### src/rtl/random_digit_bank.sv
// random_digit_bank: NUM_CH independent channels. Each channel turns a rising
// trigger into one number in MIN_VAL..MAX_VAL. It draws from its own free-running
// 16-bit LFSR and rejects out-of-range candidates, with a bounded number of retries.
//
// state | meaning
// ------+----------------------------------------------------------------
// IDLE  | waiting for a rising trigger
// DRAW  | testing one LFSR candidate per edge until accept or fallback
//
// The parameters must satisfy MIN_VAL <= MAX_VAL < 2**DIGIT_W.
module random_digit_bank #(
  parameter int          NUM_CH    = 3,
  parameter int          DIGIT_W   = 4,
  parameter int          MIN_VAL   = 0,
  parameter int          MAX_VAL   = 9,
  parameter int          MAX_TRIES = 8,
  parameter logic [15:0] SEED_BASE = 16'hACE1
) (
  input  logic                            clk,
  input  logic                            resetN,
  input  logic [NUM_CH-1:0]               trigger,
  input  logic                            seed_load,
  input  logic [15:0]                     seed_value,
  output logic [NUM_CH-1:0][DIGIT_W-1:0]  numbers,
  output logic [NUM_CH-1:0]               valid,
  output logic [NUM_CH-1:0]               busy,
  output logic [NUM_CH-1:0]               overflow
);

  typedef enum logic {IDLE = 1'b0, DRAW = 1'b1} state_t;

  localparam logic [DIGIT_W-1:0] SPAN      = DIGIT_W'(MAX_VAL - MIN_VAL);
  localparam logic [DIGIT_W-1:0] LOW       = DIGIT_W'(MIN_VAL);
  localparam logic [7:0]         TRY_LIMIT = 8'(MAX_TRIES);

  // Per-channel seed. A zero seed would lock the LFSR, so it is replaced by 1.
  function automatic logic [15:0] ch_seed(input logic [15:0] s, input int ch);
    logic [31:0] prod;
    logic [15:0] t;
    prod = 32'(ch) * 32'h0000_1F35;
    t    = s ^ prod[15:0];
    return (t == 16'h0000) ? 16'h0001 : t;
  endfunction

  logic [15:0]                     lfsr      [NUM_CH];
  state_t                          state_q   [NUM_CH];
  state_t                          state_nxt [NUM_CH];
  logic [7:0]                      try_q     [NUM_CH];
  logic [7:0]                      try_nxt   [NUM_CH];
  logic [NUM_CH-1:0]               trig_d;
  logic [NUM_CH-1:0]               req;
  logic [NUM_CH-1:0]               pend_q, pend_nxt;
  logic [NUM_CH-1:0]               ovf_nxt, valid_nxt;
  logic [NUM_CH-1:0][DIGIT_W-1:0]  num_nxt;
  logic                            done;
  logic [DIGIT_W-1:0]              cand;

  assign req = trigger & ~trig_d;

  // Free-running LFSRs, one per channel; seed_load reloads all of them.
  always_ff @(posedge clk or negedge resetN) begin
    if (!resetN) begin
      for (int ch = 0; ch < NUM_CH; ch++) lfsr[ch] <= ch_seed(SEED_BASE, ch);
    end else begin
      for (int ch = 0; ch < NUM_CH; ch++) begin
        if (seed_load) lfsr[ch] <= ch_seed(seed_value, ch);
        else           lfsr[ch] <= {lfsr[ch][14:0],
                                    lfsr[ch][15] ^ lfsr[ch][13] ^ lfsr[ch][12] ^ lfsr[ch][10]};
      end
    end
  end

  // Trigger history for edge detection. It starts as all ones, so a trigger
  // held high through reset release does not count as a request.
  always_ff @(posedge clk or negedge resetN) begin
    if (!resetN) trig_d <= '1;
    else         trig_d <= trigger;
  end

  // Channel FSM registers and delivered outputs.
  always_ff @(posedge clk or negedge resetN) begin
    if (!resetN) begin
      for (int ch = 0; ch < NUM_CH; ch++) begin
        state_q[ch] <= IDLE;
        try_q[ch]   <= 8'd0;
      end
      pend_q   <= '0;
      overflow <= '0;
      valid    <= '0;
      numbers  <= '0;
    end else begin
      for (int ch = 0; ch < NUM_CH; ch++) begin
        state_q[ch] <= state_nxt[ch];
        try_q[ch]   <= try_nxt[ch];
      end
      pend_q   <= pend_nxt;
      overflow <= ovf_nxt;
      valid    <= valid_nxt;
      numbers  <= num_nxt;
    end
  end

  // Next state: accept or reject one candidate, queue one extra request, flag drops.
  always_comb begin
    done = 1'b0;
    cand = '0;
    for (int ch = 0; ch < NUM_CH; ch++) begin
      state_nxt[ch] = state_q[ch];
      try_nxt[ch]   = try_q[ch];
      pend_nxt[ch]  = pend_q[ch];
      ovf_nxt[ch]   = overflow[ch];
      valid_nxt[ch] = 1'b0;
      num_nxt[ch]   = numbers[ch];
      done          = 1'b0;
      cand          = lfsr[ch][DIGIT_W-1:0];
      if (seed_load) begin
        state_nxt[ch] = IDLE;
        try_nxt[ch]   = 8'd0;
        pend_nxt[ch]  = 1'b0;
        ovf_nxt[ch]   = 1'b0;
      end else begin
        case (state_q[ch])
          IDLE: begin
            if (req[ch]) begin
              state_nxt[ch] = DRAW;
              try_nxt[ch]   = 8'd0;
            end
          end
          DRAW: begin
            if (cand <= SPAN) begin
              num_nxt[ch]   = LOW + cand;
              valid_nxt[ch] = 1'b1;
              done          = 1'b1;
            end else if (try_q[ch] == TRY_LIMIT) begin
              num_nxt[ch]   = LOW;
              valid_nxt[ch] = 1'b1;
              done          = 1'b1;
            end else begin
              try_nxt[ch] = try_q[ch] + 8'd1;
            end
            if (done) begin
              // A request arriving on the completion edge is queued, not dropped.
              if (pend_q[ch] || req[ch]) begin
                state_nxt[ch] = DRAW;
                try_nxt[ch]   = 8'd0;
                pend_nxt[ch]  = pend_q[ch] & req[ch];
              end else begin
                state_nxt[ch] = IDLE;
              end
            end else if (req[ch]) begin
              if (pend_q[ch]) ovf_nxt[ch]  = 1'b1;
              else            pend_nxt[ch] = 1'b1;
            end
          end
          default: state_nxt[ch] = IDLE;
        endcase
      end
    end
  end

  // busy mirrors the DRAW state.
  always_comb begin
    for (int ch = 0; ch < NUM_CH; ch++) busy[ch] = (state_q[ch] == DRAW);
  end

endmodule

### config.mk
export PLATFORM = sky130hd
export DESIGN_NAME = random_digit_bank
export DESIGN_NICKNAME = d
export VERILOG_FILES = /design/src/rtl/random_digit_bank.sv
export SDC_FILE = /design/constraint.sdc
export NUM_CORES = 1
export LEC_CHECK = 0
export ABC_CLOCK_PERIOD_IN_PS = 1600
export CAP_MARGIN = 20
export CORE_MARGIN = 1
export CORE_UTILIZATION = 51
export DETAILED_ROUTE_END_ITERATION = 10
export PLACE_DENSITY = 0.74
export REMOVE_ABC_BUFFERS = 1
export SYNTH_ARGS = -nofsm -noshare
export SYNTH_HDL_FRONTEND = slang
export SYNTH_SLANG_ARGS = --single-unit
### constraint.sdc
create_clock -name clk -period 1.6 [get_ports clk]
set_input_delay 0.16 -clock clk [delete_from_list [all_inputs] [get_ports clk]]
set_output_delay 0.16 -clock clk [all_outputs]
set_load 0.005 [all_outputs]
## After elaboration in Yosys (flattened, before gate mapping)

Index checks and enable logic that the tools add are counted.

- Register bits: 99
- Bits in latches: 0
- Memory bits (writable): 0
- Memory bits (read-only): 0
- Bits of input ports: 22
- Memories kept: 0

- Add/subtract/negate cells: 3
- Multipliers: 0
- Divide/modulo/power cells: 0
- $lt $le $gt $ge: 3
- Equality and inequality tests: 12
- Shifts and indexed selects: 0
- Multiplexer cells: 96
- Bitwise gates (word level): 20
- Reduce and logical (&&, ||, !) cells: 30

Operators by type and width:

| cell | number |
|---|---|
| $mux 8 | 18 |
| $mux 16 | 6 |
| $mux 1 | 60 |
| $logic_not 16->1 | 3 |
| $pmux 8 s2 | 3 |
| $add 8x1->8 const B | 3 |
| $eq 8x4->1 const B | 3 |
| $mux 4 | 6 |
| $reduce_bool 2->1 | 12 |
| $not 9->9 | 2 |
| $reduce_and 3->1 | 6 |
| $le 4x4->1 const B | 3 |
| $reduce_and 4->1 | 3 |
| $ne 3x2->1 const B | 3 |
| $ne 3x3->1 const B | 3 |
| $reduce_bool 3->1 | 3 |
| $xor 1x1->1 | 9 |
| $ne 2x2->1 const B | 3 |
| $pmux 1 s2 | 3 |
| $not 1->1 | 4 |
| $and 1x1->1 | 3 |
| $and 3x3->3 | 1 |
| $logic_or 1x1->1 | 3 |
| $not 3->3 | 1 |

## Logic depth before layout (Yosys ltp)

- Depth in word-level cells: 8
- Gate-level depth with buffers: 7

## Least setup slack after synthesis

Ideal clock, no wire load.

- Path kind: reg-to-reg
- Start: register try_q[16] (netlist bit)
- End: register try_q[22] (netlist bit)
- Setup time: 0.123 ns
- Arrival: 1.620 ns
- Required time: 1.477 ns
- Slack: -0.142 ns
- Stages on the path, launching flop included: 8
- Clock period less this slack: 1.742 ns
- Cells stage by stage: dfrtp_1 > inv_1 > ha_1 > or4b_4 > o211ai_2 > o21ai_2 > a41oi_1 > nor2_1

- Longest elaborated chain between the ends: 8
- Elaborated cells between the ends (all ways): 12
- Those cells by class: add/sub: 1; eq/ne: 1; mux: 10

Ends and longest elaborated chain:

| element | RTL line | text |
|---|---|---|
| start, declared | 48 | `logic [7:0] try_q [NUM_CH];` |
| start signal, assigned by index | 94 | `try_q[ch] <= try_nxt[ch];` |
| parallel branches: the longest is 5 deep, another holds $add 8x1->8 | - |  |
| $mux 8 (*) | 141 | `if (done) begin` |
| $pmux 8 s2 (*) | 122 | `case (state_q[ch])` |
| $mux 8 (*) | 116 | `if (seed_load) begin` |

Every way passes the cells marked *. The select of a mux whose other input is x is not followed.
A chain may end at the register's enable or synchronous reset.

## Worst setup path after layout

- Start: register try_q[17] (netlist bit)
- End: register try_q[19] (netlist bit)

The elaborated chain is that of the path after synthesis.

==> results.md <==
- Status: finished with violations
- Failing checks: setup timing
- Cell area after synthesis: 4540 um^2
- Worst-Margin Slew: 0.554 ns
- TritonCTS clock tree: done
- Final Cell Area: 6020 um^2
- Clk pin slew, worst setup/hold paths: 0.10 ns
- Ports: 43
- Req. time, crit path: 1.85 ns
- Final setup vio count: 23
- H-tree depth: 3
- Drt pass-1 iters: 4
- Synth Flop Type: dfrtp_1
- Post-synth top area share: 39.6%
- Nets@finish: 584
- Post-synth EDFFs: 0
- Synth area leader: dfrtp_1
- Commonest non-fill, non-tap cell in the layout: dfrtp_1
- Yosys cell types: 53
- Drt drc: 0
- Register area share after synthesis: 55.3%
- HPWL after DPL: 6870 um
- Clock Skews: 0.0137 ns
- Flop2flop setup slack: -0.19 ns
- Antenna-violating nets left: 0
- Vias: 3,681
- WS Path Type: reg -> reg
- TritonCTS buffer count: 9
- Slew Limit Fails: 0
- Die area: 9290 um^2
- Sw Pwr: 1.55 mW
- Hold Crit Class: in -> reg
- Initial core utilization: 52.4%
- Maximum clock path buffer count: 2
- Largest net degree at the start of global routing: 100
- Hold EP: try_q[16]
- Unrepaired setup endpoints after global routing: true
- Combinational share of power: 18.3%
- Hold depth: 3
- Die Y: 96.4 um
- WHS: 0.201 ns
- Reg-to-Reg Start: try_q[17]
- Reg2reg path depth: 7
- Minimum clock period: 1.79 ns
- Die W: 96.4 um
- Layout area overhead: 32.5%
- Pwr Total: 5.48 mW
- Clk pwr share: 28.2%
- Core Area: 8680 um^2
- Syn_area_per_cell: 10.1 um^2
- F_max: 559 MHz
- Pwr Density: 911 nW/um^2
- Port buffer count: 42
- Clk sinks: 99
- Average wire per standard cell: 15.4 um
- R2R Path End: try_q[19]
- CP max FO: 8
- Setup TNS: -2.43 ns
- Post-synthesis cell count: 449
- Synth warn: 0
- Placement Cell Area: 5480 um^2
- WP data arrival: 2.04 ns
- Final hold viol count: 0
- GPL Wtd Cong: 0.874
- Vias per cell: 5.50
- Initial drt markers: 179
- Hold path start: seed_load
- Most frequent cells in the layout: dfrtp_1 (70), buf_4 (58), inv_1 (46)
- GRT overflow: 0
- GRT Util Overall: 23.5%
- Rows: 34
- Post-route worst setup slack: -0.190 ns
- Initial antenna violation count: 0
- Vias in the first global route: 3,616
- Startpoint types: flip-flop
- Relative slew slack: 63.0%
- First-pass GRT wire length: 16,700 um
- Worst vdd ir: 0.758 mV
- Share of cells above drive strength 1: 28.7%
- Post-Route WL: 10,300 um
- Sequential Power Share: 53.5%
- Sw Ratio: 28.2%
- Internal power: 3.94 mW
- Root buffer cell: clkbuf_8
- Fin crit share: 112%
- Ant diodes: 0
- Leak: 2.74 nW
- Post-synth ARST share: 100%
- Flop and latch count out of synthesis: 99
- Post-layout util: 69.4%
- MaxCap Viol Count: 0
- CP endpoint kind: flip-flop
- Dominant cells by area after synthesis: dfrtp_1 (40%), dfstp_2 (16%), o21ai_0 (4.8%)
- Worst-Skew Late Latency: 0.37 ns
-- power groups by stage --
| stage | Sequential (mW) | Combinational (mW) | Clock (mW) |
|---|---|---|---|
| after floorplan | 2.95 | 0.380 | 0 |
| after global placement | 2.97 | 0.895 | 0 |
| after detailed placement | 2.98 | 0.920 | 0 |
| after CTS | 2.93 | 0.977 | 1.60 |
| after global routing | 2.96 | 1.12 | 1.70 |
| final | 2.93 | 1.01 | 1.54 |
-- final cells by class --
type,count,area [um^2]
fill,661,2660
sequential,99,2510
multi-input combinational,287,2020
timing repair buffer,108,961
inverter,51,191
tap,108,135
clock buffer,9,124
clock inverter,7,71.3
-- repair_timing --
item,CTS,global route
buffers inserted,6,5
endpoints found under the hold margin,72,0
gates resized for setup,28,35
setup endpoints to repair,37,42
pin swaps,26,27
hold buffers,1,0
-- per-stage QoR --
| step | setup slack, ns | instances |
|---|---|---|
| 6_report | -0.190 | 669 |
| 5_1_grt | -0.290 | 669 |
| 4_1_cts | -0.162 | 665 |
| 3_5_place_dp | -0.218 | 642 |
| 3_3_place_gp | -0.177 | 642 |
| 2_1_floorplan | -0.142 | 437 |
-- registers in the layout, summed over array words and instances, names as in the netlist --
| signal | cells |
|---|---|
| try_q | 24 |
| overflow | 3 |
| busy | 3 |
| trig_d | 3 |
| valid | 3 |
| pend_q | 3 |
| lfsr | 44 |
| cand | 4 |
| numbers | 12 |
-- routing by layer --
metal	share of wire, %	vias to the layer above	track usage [%]
met3	2.9	12	4.85
li1	-	1789	-
met1	46	1810	32.3
met2	50	70	38.3
met4	0.88	0	6.00
met5	0	-	0
-- kinds of logic after synthesis --
kind of cell	after synthesis	synth area share (%)
AOI/OAI and AO/OA	131	18.7
xor gates and xnor gates	11	2.12
adders and majority gates	6	1.65
buffers and inverters	63	5.26
DFF	99	55.3
muxes	13	3.03
and+or+nand+nor	126	14.0
-- worst max path at each step --
stage | start | to | slack [ns] | cells past startpoint
4_1_cts | try_q[17] | try_q[19] | -0.16 | 7
2_1_floorplan | try_q[16] | try_q[22] | -0.14 | 7
3_5_place_dp | try_q[16] | try_q[22] | -0.22 | 7
5_1_grt | try_q[17] | try_q[19] | -0.29 | 7
3_3_place_gp | try_q[16] | try_q[22] | -0.18 | 7
6_report | try_q[17] | try_q[19] | -0.19 | 7
-- synth_stat cells, drive strengths merged (2+ instances only) --
library cell / count
o22ai: 2
o31ai: 2
buf: 4
inv: 51
nand4: 2
ha: 6
mux2: 6
nor2: 29
xor2: 4
clkbuf: 8
mux2i: 7
a22o: 4
xnor2: 7
o41ai: 2
dfstp: 27
o21a: 12
nand2b: 10
o21ai: 57
a31oi: 13
or2: 2
and3: 4
nor4: 4
or3: 4
a21o: 6
a32o: 8
a21oi: 14
dfrtp: 72
or4: 2
nor2b: 5
nand3: 12
a41oi: 3
nand2: 34
nor3: 11
o211ai: 2
nor4b: 2
-- worst max-delay path, cell delays in order, from the launching register on --
cell	delay (ns)
dfrtp_1	0.40
inv_2	0.08
ha_4	0.12
or4b_4	0.50
o211ai_4	0.22
o21ai_4	0.12
a31oi_1	0.18
a31oi_1	0.06
No activity file was read; power rests on OpenSTA's default activity.
